**src/rtl/program_sequencer_core_pkg.sv**
```systemverilog
// program_sequencer_core_pkg: shared CPU widths and the program counter reset value
package program_sequencer_core_pkg;
  localparam int ADDR_W_DEF = 8;
  localparam int JADDR_W_DEF = 4;
  localparam logic PC_RST_BIT = 1'b1;
endpackage

```
**src/rtl/program_sequencer_core.sv**
```systemverilog
// program_sequencer_core: next program memory address mux plus registered program counter
module program_sequencer_core
  import program_sequencer_core_pkg::*;
#(
  parameter int ADDR_W = ADDR_W_DEF,
  parameter int JADDR_W = JADDR_W_DEF
) (
  input  logic              clk,
  input  logic              sync_reset_n,
  input  logic              jmp,
  input  logic              jmp_nz,
  input  logic              dont_jmp,
  input  logic [JADDR_W-1:0] jmp_addr,
  output logic [ADDR_W-1:0]  pm_addr,
  output logic [ADDR_W-1:0]  pc
);
  logic [ADDR_W-1:0] r_pc;
  logic [ADDR_W-1:0] w_target;
  logic              w_take;
  // Reset forces address 0 so the held all-ones pc wraps cleanly into it on release
  always_comb begin
    w_target = {jmp_addr, {(ADDR_W-JADDR_W){1'b0}}};
    w_take   = jmp | (jmp_nz & ~dont_jmp);
    pm_addr  = !sync_reset_n ? '0 : w_take ? w_target : r_pc + 1'b1;
  end
  // pc remembers the address issued this cycle
  always_ff @(posedge clk or negedge sync_reset_n)
    if (!sync_reset_n) r_pc <= {ADDR_W{PC_RST_BIT}};
    else r_pc <= pm_addr;
  assign pc = r_pc;
endmodule

```
**config.mk**
```make
export PLATFORM = sky130hd
export DESIGN_NAME = program_sequencer_core
export DESIGN_NICKNAME = d
export VERILOG_FILES = /design/src/rtl/program_sequencer_core_pkg.sv /design/src/rtl/program_sequencer_core.sv
export SDC_FILE = /design/constraint.sdc
export NUM_CORES = 1
export LEC_CHECK = 0
export CAP_MARGIN = 15
export CORE_AREA = 3 3 40 42
export CTS_CLUSTER_DIAMETER = 80
export DETAILED_ROUTE_END_ITERATION = 10
export DIE_AREA = 0 0 43 45
export PLACE_DENSITY = 0.66
export SYNTH_ARGS = -nofsm -noshare
export SYNTH_HDL_FRONTEND = slang
export SYNTH_SLANG_ARGS = --single-unit
```
**constraint.sdc**
```tcl
create_clock -name clk -period 3.4 [get_ports clk]
set_input_delay 0.34 -clock clk [delete_from_list [all_inputs] [get_ports clk]]
set_output_delay 0.34 -clock clk [all_outputs]
set_load 0.1 [all_outputs]
```
==> metrics.txt, run 1 <==
outcome=complete, no violations; Initial Util=0.332; synthesized flop and latch total=8; sequential share of power=0.373; Setup WS post-layout=0.965 ns; grt met3 use=0.0239; standard-cell row count=13; io pins=25; Mapped Avg Cell Area=10.4 sq um; sequential area share after synthesis=0.493; final setup violation count=0; Max Freq=around 0.4 GHz; post-cts sizing count=0; CTS root buf=clkbuf_4; HP Start=pc[7]; Final Hold Viols=0; Syn Inst Count=41; hold slack=slightly below 0.6 ns; cts hold-fix bufs=0; fin crit period=2.43 ns; CTS tree=built; Synth area leaders=dfstp_2, a21oi_1, and3_1, or3_1, a311oi_1; most frequent cells after synthesis=dfstp_2, a21oi_1, and3_1, o21ai_0, or3_1; slowest stage cell, crit path=dfstp_2; RR Startpoint=pc[0]; crit path kind=register to output port; syn nets=51; design area=707 sq um; Crit. End Element=output port; Avg WL per Cell=13.6 microns; largest net degree at the start of global routing=13; GR Overflow Total=0; IO Port Bufs=24; Die Height=45 microns; top-count cell post-synth=dfstp_2; Comb pwr share=0.382; TritonCTS buffer count=3; antenna violations before repair=0; vias per cell=5.00; Final Net Count=79; Worst Skew=about 0.0012 ns; Setup Buffers After CTS=0; chip width=roughly 43 microns; P&R area growth vs syn=65.7%; Crit Path Max Fanout=4; Yosys top cell area share=0.493; Slew HR=0.349; total global-route track usage=0.128; Net Switching=120 uW; vias in the first global route=411; crit path cell chain=ha_1, nand2_1, or3_1, a311oi_2, buf_4; RSZ-0062 raised after global routing=false; Vias=410; CP peak stage delay=0.57 ns; H-tree depth=1; mapped cell area=between 400 and 500 sq um; Yosys top cell by area=dfstp_2; core outline area=1280 sq um; post-synth cell types=20; Area after DPL=684 sq um; Top Usage Layer GRT=met1; DP Wirelength=between 800 and 900 microns; worst-margin pin slew=0.973 ns; drt drc=0; Reg clk slew, reported paths=0.05 ns; total negative setup slack=0 ns; Critical Path RT=3.06 ns; switching share of power=0.413; Period Utilization, post-route=0.716; layout cell share with drive strength beyond 1=0.373; Layout fillers=125; Die Area=1940 sq um; Clk pwr share=0.245; first-pass GRT wire length=around 1.9 mm; VDD IR max=approximately 0.2 mV; max reg flops=8; Synth Warn #=0; Post-synth ARST share=1.00; Post-synth EDFFs=0; diodes inserted=0; final total power=292 uW; clk sinks=8; pwr dens=413 nW/um^2; Clock Path Buffers=2; predominant post-synthesis flop cell=dfstp_2; Max Slew Vio Count=0; CP arrival=2.09 ns; grt met2 use=0.177; LEAKAGE=0.281 nW; Initial DRC Count=4; gpl congestion=0.650; dpl ws=1.10 ns; worst setup path start=pc[0]; post-route ant nets=0; final wirelength=1.11 mm; met1 GRT Util=0.182; max-cap violation count=0; hold crit path type=register to register; crit path launch type=register; Cell Int Power=approximately 170 uW; drt pass-1 iters=4; clk_lat worst skew=0.25 ns
-- worst max-delay path, delay by kind of cell (launching register included) --
family | cells | cell delay, ns
AO/OA/AOI/OAI | 1 | 0.28
flip-flops | 1 | 0.57
adder cells (fa/ha/maj) | 1 | 0.22
buffers and inverters | 1 | 0.34
AND/OR/NAND/NOR | 2 | 0.43
-- per-layer routing --
metal,up-vias,wire [microns]
met3,2,106
met5,-,0
met4,0,25
li1,204,-
met2,22,451
met1,182,530
-- area by class of cell --
class,instances,area [sq um],share of cell area
clock buffer,3,22.5,0.0319
inverter,2,7.51,0.0106
multi-input combinational,30,228,0.322
sequential,8,210,0.297
tap,15,18.8,0.0265
timing repair buffer,24,220,0.312
-- power groups by stage --
stage	Sequential (mW)	Clock [mW]	Combinational [mW]
CTS	0.109	0.0763	0.113
global route	0.110	0.0795	0.116
floorplan	0.144	0	0.0493
detailed placement	0.110	0	0.112
finish	0.109	0.0714	0.112
global placement	0.110	0	0.113
-- through the flow --
stage	instances	utilization
after floorplan	41	-
after global placement	79	0.533
after detailed placement	79	0.533
after CTS	82	0.550
after global routing	82	0.550
final	82	0.550
-- worst paths after layout --
path / to / slack (ns) / cells past startpoint
min in group asynchronous: pc[3] / 0.69 / 1
hold / removal: pc[7] / 0.58 / 2
max in group asynchronous: pc[1] / 2.69 / 1
setup / recovery: pm_addr[6] / 0.97 / 5
setup reg to reg: pc[6] / 1.80 / 4
hold reg to reg: pc[7] / 0.58 / 2
-- logic make-up after synthesis --
logic type / share of synthesized area
AOI/OAI and AO/OA: 0.176
buffers and inverters: 0.0264
adders and majority gates: 0.0293
xor gates and xnor gates: 0.0616
and+or+nand+nor: 0.214
DFF: 0.493
-- placed cells by master (no fill, tap or decap) --
cell              n
ha_1              1
a21oi_1           4
nand3_2           1
nand3_1           2
clkdlybuf4s50_1  16
and2_1            1
nor3b_2           1
a211oi_2          1
o21ai_0           3
inv_1             2
buf_4             8
nand2b_1          1
a311oi_2          3
or3_1             3
and3_1            3
clkbuf_4          3
nand2_1           2
xnor2_1           1
xor2_1            2
nand4_1           1
dfstp_2           8
Note: power is estimated with default switching activity, not from simulation.
==> inputs of run 2 (changes only) <==
Clock period 3.4 ns to 2.5 ns, I/O delays scaled along.
==> run 2 against run 1 <==
Effect of this change: register-to-register slack got worse by 0.96 ns; wire length rose by 9.5%; first-iteration DRC count fell by 100%; die area did not move; power rose by 51%; sequential power rose by 39%; critical endpoint unchanged; largest cell class is now non-clock buffers.
==> metrics.txt, run 2 (same netlist as run 1, synthesis figures left out) <==
total negative setup slack=0 ns; total global-route track usage=0.146; max-cap violation count=0; IO Port Bufs=24; Max Slew Vio Count=0; Initial DRC Count=0; final total power=442 uW; RSZ-0062 raised after global routing=false; crit path cell chain=ha_4, nand2_1, or3_4, a311oi_4, buf_12; Initial Util=0.332; diodes inserted=0; Vias=between 400 and 500; DP Wirelength=976 microns; slowest stage cell, crit path=dfstp_4; max reg flops=8; CTS tree=built; post-cts sizing count=0; GR Overflow Total=0; antenna violations before repair=0; LEAKAGE=between 0.3 and 0.4 nW; design area=approximately 900 sq um; standard-cell row count=13; commonest non-fill, non-tap cell in the layout=buf_4; crit path launch type=register; Final Hold Viols=0; H-tree depth=1; pwr dens=a little under 500 nW/um^2; CP peak stage delay=0.66 ns; Crit. End Element=output port; Max Freq=0.439 GHz; Setup Buffers After CTS=0; final wirelength=1.22 mm; vias per cell=5.08; Cells after DPL=80; CTS root buf=clkbuf_4; Period Utilization, post-route=0.912; chip width=43 microns; core outline area=1280 sq um; Finished Core Util=0.703; vias in the first global route=between 400 and 500; Slew HR=0.664; post-route insts no fill=between 80 and 90; clk_lat worst skew=about 0.26 ns; worst-margin pin slew=0.504 ns; gpl congestion=0.711; Worst Skew=~0.012 ns; post-route ant nets=0; hold slack=just under 0.5 ns; most frequent cells in the layout=buf_4, clkdlybuf4s50_1, buf_12; Layout fillers=102; crit path kind=register to output port; Setup WS post-layout=0.220 ns; TritonCTS buffer count=3; VDD IR max=roughly 0.3 mV; io pins=25; dpl ws=0.298 ns; Die Area=1940 sq um; Avg WL per Cell=14.5 microns; Critical Path RT=2.25 ns; Reg clk slew, reported paths=0.07 ns; first-pass GRT wire length=2.15 mm; largest net degree at the start of global routing=12; cts hold-fix bufs=0; Final Net Count=80; outcome=complete, no violations; drt drc=0; final setup violation count=0; fin crit period=around 2.3 ns; Crit Path Max Fanout=4; CP arrival=roughly 2.0 ns; drt pass-1 iters=1; P&R area growth vs syn=112%; Die Height=45 microns; Clock Path Buffers=2; FF-to-FF path depth=4; Area after DPL=877 sq um; hold crit path type=input pin to async pin; clk sinks=8; layout cell share with drive strength beyond 1=0.565
==> run 2: worst paths after layout <==
kind | from | slack, ns | to
worst max-delay path | pc[0] | 0.22 | pm_addr[6]
worst min-delay path | sync_reset_n | 0.49 | pc[0]
worst max register to register | pc[0] | 0.84 | pc[6]
worst min register to register | pc[7] | 0.68 | pc[7]
max in group asynchronous | sync_reset_n | 1.97 | pc[7]
min in group clk | pc[7] | 0.68 | pc[7]
==> run 2: critical path, delay by kind of cell (launching register included) <==
family                   cells  cell delay [ns]
AO/OA/AOI/OAI                1             0.36
adder cells (fa/ha/maj)      1             0.15
buffers and inverters        1             0.22
flip-flops                   1             0.66
AND/OR/NAND/NOR              2             0.40
==> run 2: layout make-up <==
cell class	count	area, sq um	share of cell area
Timing Repair Buffer	25	308	0.341
Sequential cell	8	236	0.262
Clock buffer	4	26.3	0.0291
Multi-Input combinational cell	30	307	0.339
Tap cell	15	18.8	0.0208
Inverter	2	7.51	0.00831
==> run 2: where the power goes <==
part           internal (mW)  switching (mW)  total, mW  leakage, nW
Combinational         0.0559           0.124      0.180        0.238
Sequential             0.143         0.00834      0.152       0.0891
Clock                 0.0612          0.0486      0.110       0.0150
Total                  0.261           0.181      0.442        0.342
==> run 2: routing by layer <==
layer / track usage / part of all wire
met5: 0 / 0
met4: 0.0361 / 0
met3: 0.0478 / 0.090
met2: 0.272 / 0.50
met1: 0.160 / 0.40
==> inputs of run 3 (changes only) <==
Settings changed: DONT_BUFFER_PORTS set to 1, PLACE_DENSITY 0.66 to 0.42.
==> run 3 against run 2 <==
Effect of this change: register-to-register slack got worse by 0.33 ns; hold slack lost 0.36 ns; non-clock buffer count is 11 lower; cell count shrank 13%; combinational power down 31%; sequential power rose by 19%; largest power group is now sequential cells.
==> metrics.txt, run 3 (same netlist as run 1, synthesis figures left out) <==
LEAKAGE=roughly 0.28 nW; first-pass GRT wire length=1.89 mm; commonest non-fill, non-tap cell in the layout=buf_4; core outline area=about 1300 sq um; max-cap violation count=0; metal2 WL=573 microns; WL met3=132 microns; Clk pwr share=0.257; Comb pwr share=0.303; CTS tree=built; total global-route track usage=0.140; Die Height=45 microns; Period Utilization, post-route=0.966; Final Hold Viols=0; Crit Path Max Fanout=4; VDD IR max=0.293 mV; Setup Buffers After CTS=0; hold slack=0.135 ns; Cell Int Power=238 uW; Slew HR=0.653; Avg WL per Cell=15.8 microns; pwr dens=559 nW/um^2; fin crit period=2.41 ns; crit path launch type=register; Initial Util=0.332; vias per cell=roughly 5.4; io pins=25; Critical Path RT=2.25 ns; sequential share of power=0.440; final total power=411 uW; Final Net Count=just under 70; drt drc=0; Multi-input gate area=~310 sq um; Layout fillers=114; Reg clk slew, reported paths=0.06 ns; antenna violations before repair=0; gpl congestion=~0.73; diodes inserted=0; top routing layer used=met4; drt pass-1 iters=3; IO Port Bufs=0; Clock Path Buffers=2; vias in the first global route=416; max reg flops=8; CP arrival=2.16 ns; RSZ-0062 raised after global routing=false; post-route ant nets=0; Worst Skew=0.0111 ns; chip width=43 microns; Max Freq=0.414 GHz; Vias=~390; Die Area=between 1500 and 2000 sq um; DP Wirelength=917 microns; Initial DRC Count=1; CTS root buf=clkbuf_4; clk_lat worst skew=about 0.26 ns; crit path kind=register to output port; clk sinks=8; P&R area growth vs syn=72.1%; Max Slew Vio Count=0; wl on met1=439 microns; outcome=complete, no violations; TritonCTS buffer count=3; Crit. End Element=output port; final setup violation count=0; sequential standard cell area=236 sq um; standard-cell row count=13; Net Switching=173 uW; switching share of power=0.421; H-tree depth=1; largest net degree at the start of global routing=9; hold crit path type=input pin to register; final wirelength=around 1.2 mm; most frequent cells in the layout=buf_4, dfstp_4, a21oi_1; worst-margin pin slew=0.520 ns; GR Overflow Total=0; total negative setup slack=0 ns; layout cell share with drive strength beyond 1=0.603
## run 3: changes by cell type in the layout (fill, tap and decap cells not counted), sizes merged
cell,delta
buf,-4
dlygate4sd3,+1
clkdlybuf4s50,-8
## run 3: power by group through the flow
stage               logic (mW)  registers, mW  clock network (mW)
floorplan               0.0769          0.200                   0
detailed placement       0.122          0.183                   0
CTS                      0.126          0.181               0.112
global placement         0.120          0.182                   0
finish                   0.124          0.181               0.106
global route             0.129          0.182               0.124
## run 3: timing repair
item,CTS,global route
gates resized for setup,0,0
endpoints found under the hold margin,8,0
hold buffers,1,0
## run 3: final timing paths
| path | startpoint | end | slack, ns | depth (start not counted) |
|---|---|---|---|---|
| worst max-delay path | pc[6] | pm_addr[7] | 0.09 | 4 |
| worst max register to register | pc[6] | pc[7] | 0.51 | 4 |
| min in group asynchronous | sync_reset_n | pc[6] | 0.61 | 1 |
| worst min-delay path | sync_reset_n | pc[2] | 0.13 | 1 |
| max in group asynchronous | sync_reset_n | pc[7] | 1.85 | 1 |
| worst min register to register | pc[3] | pc[6] | 0.82 | 3 |
## run 3: layout make-up
type                       instances  share of cell area
sequential                         8               0.322
tap                               15              0.0256
multi-input combinational         30               0.426
clock buffer                       4              0.0358
inverter                           2              0.0102
timing repair buffer              14               0.181
## run 3: metal layers
layer / GRT usage / vias up
met2: 0.234 / 21
met4: 0.0542 / 0
met3: 0.0797 / 2
li1: - / 189
met1: 0.146 / 182
met5: 0 / -
## run 3: per-stage QoR
stage          instances  area, sq um  utilization  setup slack, ns
2_1_floorplan         41          554            -           -0.144
3_3_place_gp          68          698        0.543            0.382
3_5_place_dp          68          698        0.543            0.357
4_1_cts               73          734        0.572           0.0679
5_1_grt               73          734        0.572          0.00875
6_report              73          734        0.572           0.0859
## run 3: critical path: stages, from the launching register on
cell      delay (ns)
dfstp_4         0.80
nand4_1         0.18
or3_4           0.37
a311oi_4        0.34
buf_12          0.22
